--- src/rtl/fc_pkg.sv ---
// Shared types and default sizing for the fully-connected datapath blocks.
package fc_pkg;

    localparam int DEF_WORD_SIZE         = 16;
    localparam int DEF_MEM_ADDRESS_WIDTH = 3;
    localparam int DEF_BUFFER_SIZE       = 120;

    typedef logic [DEF_WORD_SIZE-1:0] word_t;

    typedef enum logic [1:0] {
        IDLE = 2'd0,
        READ = 2'd1,
        DONE = 2'd2
    } state_e;

endpackage

--- src/rtl/dma_burst_reader.sv ---
// Single-channel read DMA: copies a burst of consecutive words from an
// asynchronous-read memory into a parallel buffer for the FC compute array.
//
// state | meaning
// ------+---------------------------------------------------------------
// IDLE  | waiting for i_read; a start latches the length and clears o_buffer
// READ  | one word captured per cycle from o_mem_addr into buffer[idx]
// DONE  | o_ready high, buffer stable; leaves only once i_read drops
module dma_burst_reader
    import fc_pkg::*;
#(
    parameter int BUFFER_SIZE       = DEF_BUFFER_SIZE,
    parameter int WORD_SIZE         = DEF_WORD_SIZE,
    parameter int MEM_ADDRESS_WIDTH = DEF_MEM_ADDRESS_WIDTH
) (
    input  logic                                  clk,
    input  logic                                  reset,
    input  logic                                  i_read,
    input  logic [MEM_ADDRESS_WIDTH-1:0]          i_address,
    input  logic [MEM_ADDRESS_WIDTH-1:0]          i_count,
    input  logic [WORD_SIZE-1:0]                  i_mem_data,
    output logic [MEM_ADDRESS_WIDTH-1:0]          o_mem_addr,
    output logic [0:BUFFER_SIZE-1][WORD_SIZE-1:0] o_buffer,
    output logic                                  o_ready
);

    // Index selects a buffer slot; the length counter must also hold the
    // full i_count range and the clamp value BUFFER_SIZE itself.
    localparam int IDX_W   = (BUFFER_SIZE > 1) ? $clog2(BUFFER_SIZE) : 1;
    localparam int CNT_RAW = $clog2(BUFFER_SIZE + 1);
    localparam int CNT_W   = (MEM_ADDRESS_WIDTH > CNT_RAW) ? MEM_ADDRESS_WIDTH : CNT_RAW;

    state_e                                state_q, state_d;
    logic [MEM_ADDRESS_WIDTH-1:0]          addr_q, addr_d;
    logic [CNT_W-1:0]                      idx_q, idx_d;
    logic [CNT_W-1:0]                      len_q, len_d;
    logic [0:BUFFER_SIZE-1][WORD_SIZE-1:0] buf_q, buf_d;

    logic [CNT_W-1:0] count_ext;
    logic [CNT_W-1:0] len_clamped;
    logic             last_word;

    // Requested length, clamped so an oversized request never overruns the buffer.
    always_comb begin
        count_ext   = CNT_W'(i_count);
        len_clamped = (count_ext > CNT_W'(BUFFER_SIZE)) ? CNT_W'(BUFFER_SIZE) : count_ext;
        last_word   = (idx_q == (len_q - CNT_W'(1)));
    end

    // Next-state, address counter and buffer write decode.
    always_comb begin
        state_d = state_q;
        addr_d  = addr_q;
        idx_d   = idx_q;
        len_d   = len_q;
        buf_d   = buf_q;
        case (state_q)
            IDLE: begin
                if (i_read) begin
                    len_d = len_clamped;
                    buf_d = '0;
                    if (len_clamped == '0) begin
                        state_d = DONE;
                    end else begin
                        addr_d  = i_address;
                        idx_d   = '0;
                        state_d = READ;
                    end
                end
            end
            READ: begin
                buf_d[idx_q[IDX_W-1:0]] = i_mem_data;
                if (last_word) begin
                    state_d = DONE;
                end else begin
                    idx_d  = idx_q + CNT_W'(1);
                    addr_d = addr_q + MEM_ADDRESS_WIDTH'(1);
                end
            end
            DONE: begin
                if (!i_read) begin
                    state_d = IDLE;
                end
            end
            default: state_d = IDLE;
        endcase
    end

    // State and datapath registers.
    always_ff @(posedge clk or posedge reset) begin
        if (reset) begin
            state_q <= IDLE;
            addr_q  <= '0;
            idx_q   <= '0;
            len_q   <= '0;
            buf_q   <= '0;
        end else begin
            state_q <= state_d;
            addr_q  <= addr_d;
            idx_q   <= idx_d;
            len_q   <= len_d;
            buf_q   <= buf_d;
        end
    end

    assign o_mem_addr = addr_q;
    assign o_buffer   = buf_q;
    assign o_ready    = (state_q == DONE);

endmodule

--- config.mk ---
export PLATFORM = sky130hd
export DESIGN_NAME = dma_burst_reader
export DESIGN_NICKNAME = d
export VERILOG_FILES = /design/src/rtl/fc_pkg.sv /design/src/rtl/dma_burst_reader.sv
export SDC_FILE = /design/constraint.sdc
export NUM_CORES = 2
export LEC_CHECK = 0
export CAP_MARGIN = 20
export CORE_AREA = 8 8 760 762
export DETAILED_ROUTE_END_ITERATION = 10
export DIE_AREA = 0 0 768 770
export GPL_TIMING_DRIVEN = 0
export HOLD_SLACK_MARGIN = 0.08
export SKIP_LAST_GASP = 1
export SYNTH_ARGS = -nofsm -noshare
export SYNTH_HDL_FRONTEND = slang
export SYNTH_SLANG_ARGS = --single-unit
export TNS_END_PERCENT = 1
--- constraint.sdc ---
create_clock -name clk -period 70.1 [get_ports clk]
set_input_delay 10.515 -clock clk [delete_from_list [all_inputs] [get_ports clk]]
set_output_delay 10.515 -clock clk [all_outputs]
set_load 0.02 [all_outputs]
======== Yosys cells after proc, flatten, opt, wreduce, memory -nomap -nowiden ========
Index checks and enable logic that the tools add are counted.
operators by class
  add/sub/neg operators ................... 3
  order comparisons ....................... 2
  eq/ne operators ......................... 8
  multiplexer cells ....................... 18
  bitwise logic cells ..................... 1
  reductions and logical operators ........ 8
operators by type and width
  operator             number
  $pmux 1920 s2        1
  $bwmux 1920          1
  $mux 1920            1
  $demux 16 s7         1
  $mux 7               3
  $mux 16              1
  $pmux 7 s2           1
  $ne 2x2->1 const B   5
  $mux 3               3
  $ge 8x8->1 const B   1
  $lt 8x1->1 const B   1
  $mux 2               4
  $not 7->8            1
  $add 7x1->7 const B  1
  $eq 7x7->1           1
  $logic_not 7->1      1
  $pmux 2 s3           1
  $pmux 3 s2           1
  $reduce_and 2->1     2
  $reduce_and 4->1     1
  $sub 3x1->4 const B  1
  $add 3x1->3 const B  1
  $reduce_and 3->1     1
  $eq 2x1->1 const B   1
  4 further kinds      4
word-level totals
  register bits after elaboration ......... 1935
  input bits .............................. 25
  output and inout port bits .............. 1924
  logic and storage cells ................. 164

======== Logic depth before layout (Yosys ltp) ========
  depth after elaboration ................. 7
  depth in mapped cells ................... 8
  gate-level depth less buffers ........... 8

======== Worst setup path after synthesis ========
OpenSTA, ideal clock, no wires.
  path kind ............................... input to register
  start point ............................. in i_read
  end point ............................... reg buf_q, in the netlist o_buffer[144]
  arrival time ............................ 11.675 ns
  data required time ...................... 70.034 ns
  slack ................................... 58.359 ns
  stages .................................. 6
  cells stage by stage .................... and2_1 > clkbuf_1 > clkbuf_1 > nor2_1 > clkbuf_1 > a22o_1
between the ends
  word-level cells in the longest chain between the ends .. 2
ends and longest elaborated chain
  element                            RTL line                 source
  start: declaration                 dma_burst_reader.sv:18   input logic i_read,
  $ne 2x2->1 (no source line)        --
  $reduce_and 2->1 (no source line)  --
  end signal: assignment             dma_burst_reader.sv:102  buf_q <= buf_d;
  end: declaration                   dma_burst_reader.sv:37   logic [0:BUFFER_SIZE-1][WORD_SIZE-1:0] buf_q, buf_d;
No other way between the ends.
A chain may end at the register's enable or synchronous reset.

==> run summary <==
Least-Margin Pin Slew: 1237 ps
Ys async rst share: 100.0%
Pwr dens: 27.70 nW/um2
CTS Buf Count: 223
RSZ-0062 raised after global routing: false
Core area: 566300 um2
Post-route insts no fill: 17768
Crit path required time: 71060 ps
Fin crit share: 20.45%
CP Launch Type: input pin
Placed cell area: 107400 um2
Final instance area: 115300 um2
Mapped Cells: 7673
I/O Pins: 1949
Cts hold-fix bufs: 0
Peak VDD IR: 0.02207 mV
Layout cells sized above 1: 8.990%
Wire per inst: 29.83 um
Static Leak: 46.96 nW
Worst skew pair latency: 920 ps
Clock Tree Buf Depth: 4
Clk pwr share: 38.9%
Layout fillers: 61922
IO buf count: 1932
Nets: 10023
Post-Syn Area per Cell: 9.794 um2
Initial antenna violation count: 75
Final setup fails: 0
Number of distinct library cells after synthesis: 48
Clk pin slew, worst setup/hold paths: 60 ps
Htree depth: 4
Setup_tns: 0 ps
Die ar.: 591400 um2
Crit-path max FO: 129
Area Growth Syn to Fin: 53.42%
Status: complete, no violations
Crit path capture type: asynchronous set/reset pin
Die span in x: 768 um
Clock Skew: 75.02 ps
Switching share of power: 35.62%
Peak Freq: 0.06975 GHz
Worst min path class: reg2reg
Crit Path Category: in2async
Final Wtd Congestion: 0.9108
Max-cap violations: 0
Synth Register Bits: 1935
Max-slew violations: 0
Grt total ovfl: 0
First drt pass iteration count: 8
DP Cell Count: 17300
Starting Density: 13.27%
CTS tree: done
Min cycle time layout: 14340 ps
FP Rows: 277
Via density per instance: 4.046
Register area share after synthesis: 64.43%
EDFF count, synth: 0
Clock root buffer: clkbuf_16
Switch Pwr: 1.137 mW
Post-CTS sizing: 0
Max_slew headroom: 17.55%
DRC violations left: 0
Post-Syn Area: 75150 um2
Crit path DAT: 15300 ps
Pin count of the biggest net entering global routing: 130
Reg power frac: 37.4%
Main synth FF type: dfrtp_1
First-pass GRT wire length: 685.6 mm
Die height: 770 um
Vias in the first global route: 69901
ANT nets after route: 0
Int Pwr: 2.056 mW
Vias: 71885
Final hold violations: 0
Final wirelength: 530.0 mm
Setup bufs post-CTS: 0
Combinational Power Share: 23.7%
Post-DP HPWL: 421.5 mm
Tot GR Track Use: 17.04%
Post-Syn Nets: 7701
Yosys warning total: 0
CTS sink cnt: 1935
DRT iter0 DRCs: 7402
worst paths after layout:
check                               from             end  cells after the start  slack [ps]
setup / recovery                   reset   o_buffer[537]                      8       55760
hold / removal             o_buffer[925]   o_buffer[925]                      2         480
setup reg to reg                idx_q[2]  o_buffer[1499]                      8       66130
hold reg to reg            o_buffer[925]   o_buffer[925]                      2         480
max in group clk           o_buffer[141]   o_buffer[141]                      1       57040
min in group asynchronous          reset   o_buffer[716]                      2       10130
through the flow:
stage	worst slack, ps	power (mW)	utilization (%)	hold slack (ps)
after floorplan	4939	1.489	-	488.5
after global placement	-21680	1.949	18.35	463.2
after detailed placement	54780	1.992	18.97	469.7
after CTS	55860	3.244	20.33	485.0
after global routing	55370	3.307	20.34	507.2
final	55760	3.194	20.36	480.8
area by class of cell:
class	count	area, um2	share of cell area (%)
Clock inverter	90	1212	1.052
Sequential cell	1935	48420	42.00
Inverter	7	33.78	0.02930
Tap cell	7533	9425	8.175
Buffer	736	3192	2.768
Multi-Input combinational cell	4995	23770	20.61
Timing Repair Buffer	2097	22620	19.62
Clock buffer	318	6479	5.619
Antenna cell	57	142.6	0.1237
worst max-delay path: stages:
cell and delay [ps]:
clkdlybuf4s50_1 500, inv_8 570, buf_16 490, buf_16 470, buf_16 440, buf_16 360, buf_16 520, buf_16 480
cells by family (layout without fill, tap and decap cells):
logic type | count (synthesis) | count (layout) | synth area share, %
xor gates and xnor gates | 5 | 5 | 0.05828
and+or+nand+nor | 3013 | 3013 | 15.39
AOI/OAI and AO/OA | 1973 | 1973 | 15.92
buffers and inverters | 743 | 3248 | 4.134
DFF | 1935 | 1935 | 64.43
muxes | 1 | 1 | 0.01498
other | 0 | 57 | 0
adders and majority gates | 3 | 3 | 0.04995
layer usage:
metal	global-route usage (%)	routed length (um)	vias up
li1	-	-	30106
met1	22.32	223800	36439
met2	26.12	230300	4398
met3	4.908	49430	938
met4	7.254	26420	4
met5	0	23	-
synthesized netlist by cell type, drive strengths merged (3+ instances only):
library cell	instances	area, um2
nand2	2814	10570
dfrtp	1935	48420
o21ai	1396	6987
a22o	513	4493
clkbuf	474	1779
buf	262	1301
nor2	135	559.3
a21oi	24	127.6
and2	17	106.4
o2bb2ai	16	140.1
nand3	13	70.07
a31oi	12	112.6
nor3	8	45.04
inv	7	26.28
nor2b	7	43.79
nor3b	5	52.55
a211o	3	26.28
and3	3	18.77
ha	3	37.54
nand3b	3	35.03
xnor2	3	26.28
registers in the layout (all words and copies together), names as in the netlist:
register / flops
state_q: 2
o_mem_addr: 3
o_buffer: 1920
len_q: 3
idx_q: 7
power by group through the flow:
stage | registers (mW) | logic, mW | clock network [mW]
floorplan | 1.26 | 0.227 | 0
global placement | 1.22 | 0.728 | 0
detailed placement | 1.21 | 0.778 | 0
CTS | 1.19 | 0.780 | 1.27
global route | 1.20 | 0.798 | 1.31
finish | 1.20 | 0.756 | 1.24
cells in the final DEF, fill, tap and decap left out, types with 7 or more instances in the layout:
| cell | netlist | final |
|---|---|---|
| a21oi_2 | 2 | 7 |
| inv_6 | 0 | 11 |
| nor2_1 | 122 | 113 |
| clkinv_2 | 0 | 33 |
| and2_1 | 17 | 17 |
| clkbuf_1 | 474 | 445 |
| clkdlybuf4s50_1 | 0 | 1930 |
| buf_1 | 14 | 14 |
| clkbuf_16 | 0 | 224 |
| dfrtp_1 | 1935 | 1935 |
| a31oi_2 | 6 | 9 |
| diode_2 | 0 | 57 |
| clkinvlp_4 | 0 | 8 |
| a21oi_1 | 22 | 13 |
| bufinv_16 | 0 | 18 |
| buf_2 | 245 | 244 |
| nor2_2 | 9 | 17 |
| clkbuf_2 | 0 | 65 |
| o21ai_1 | 22 | 22 |
| a22o_1 | 513 | 513 |
| clkbuf_8 | 0 | 52 |
| buf_4 | 3 | 8 |
| o2bb2ai_1 | 16 | 16 |
| nand2_1 | 2813 | 2808 |
| buf_12 | 0 | 51 |
| buf_8 | 0 | 58 |
| buf_16 | 0 | 48 |
| nand3_1 | 12 | 9 |
| o21ai_0 | 1374 | 1374 |
| nor2b_1 | 7 | 7 |
| nor3_1 | 7 | 7 |
Note: power is estimated with default switching activity, not from simulation.
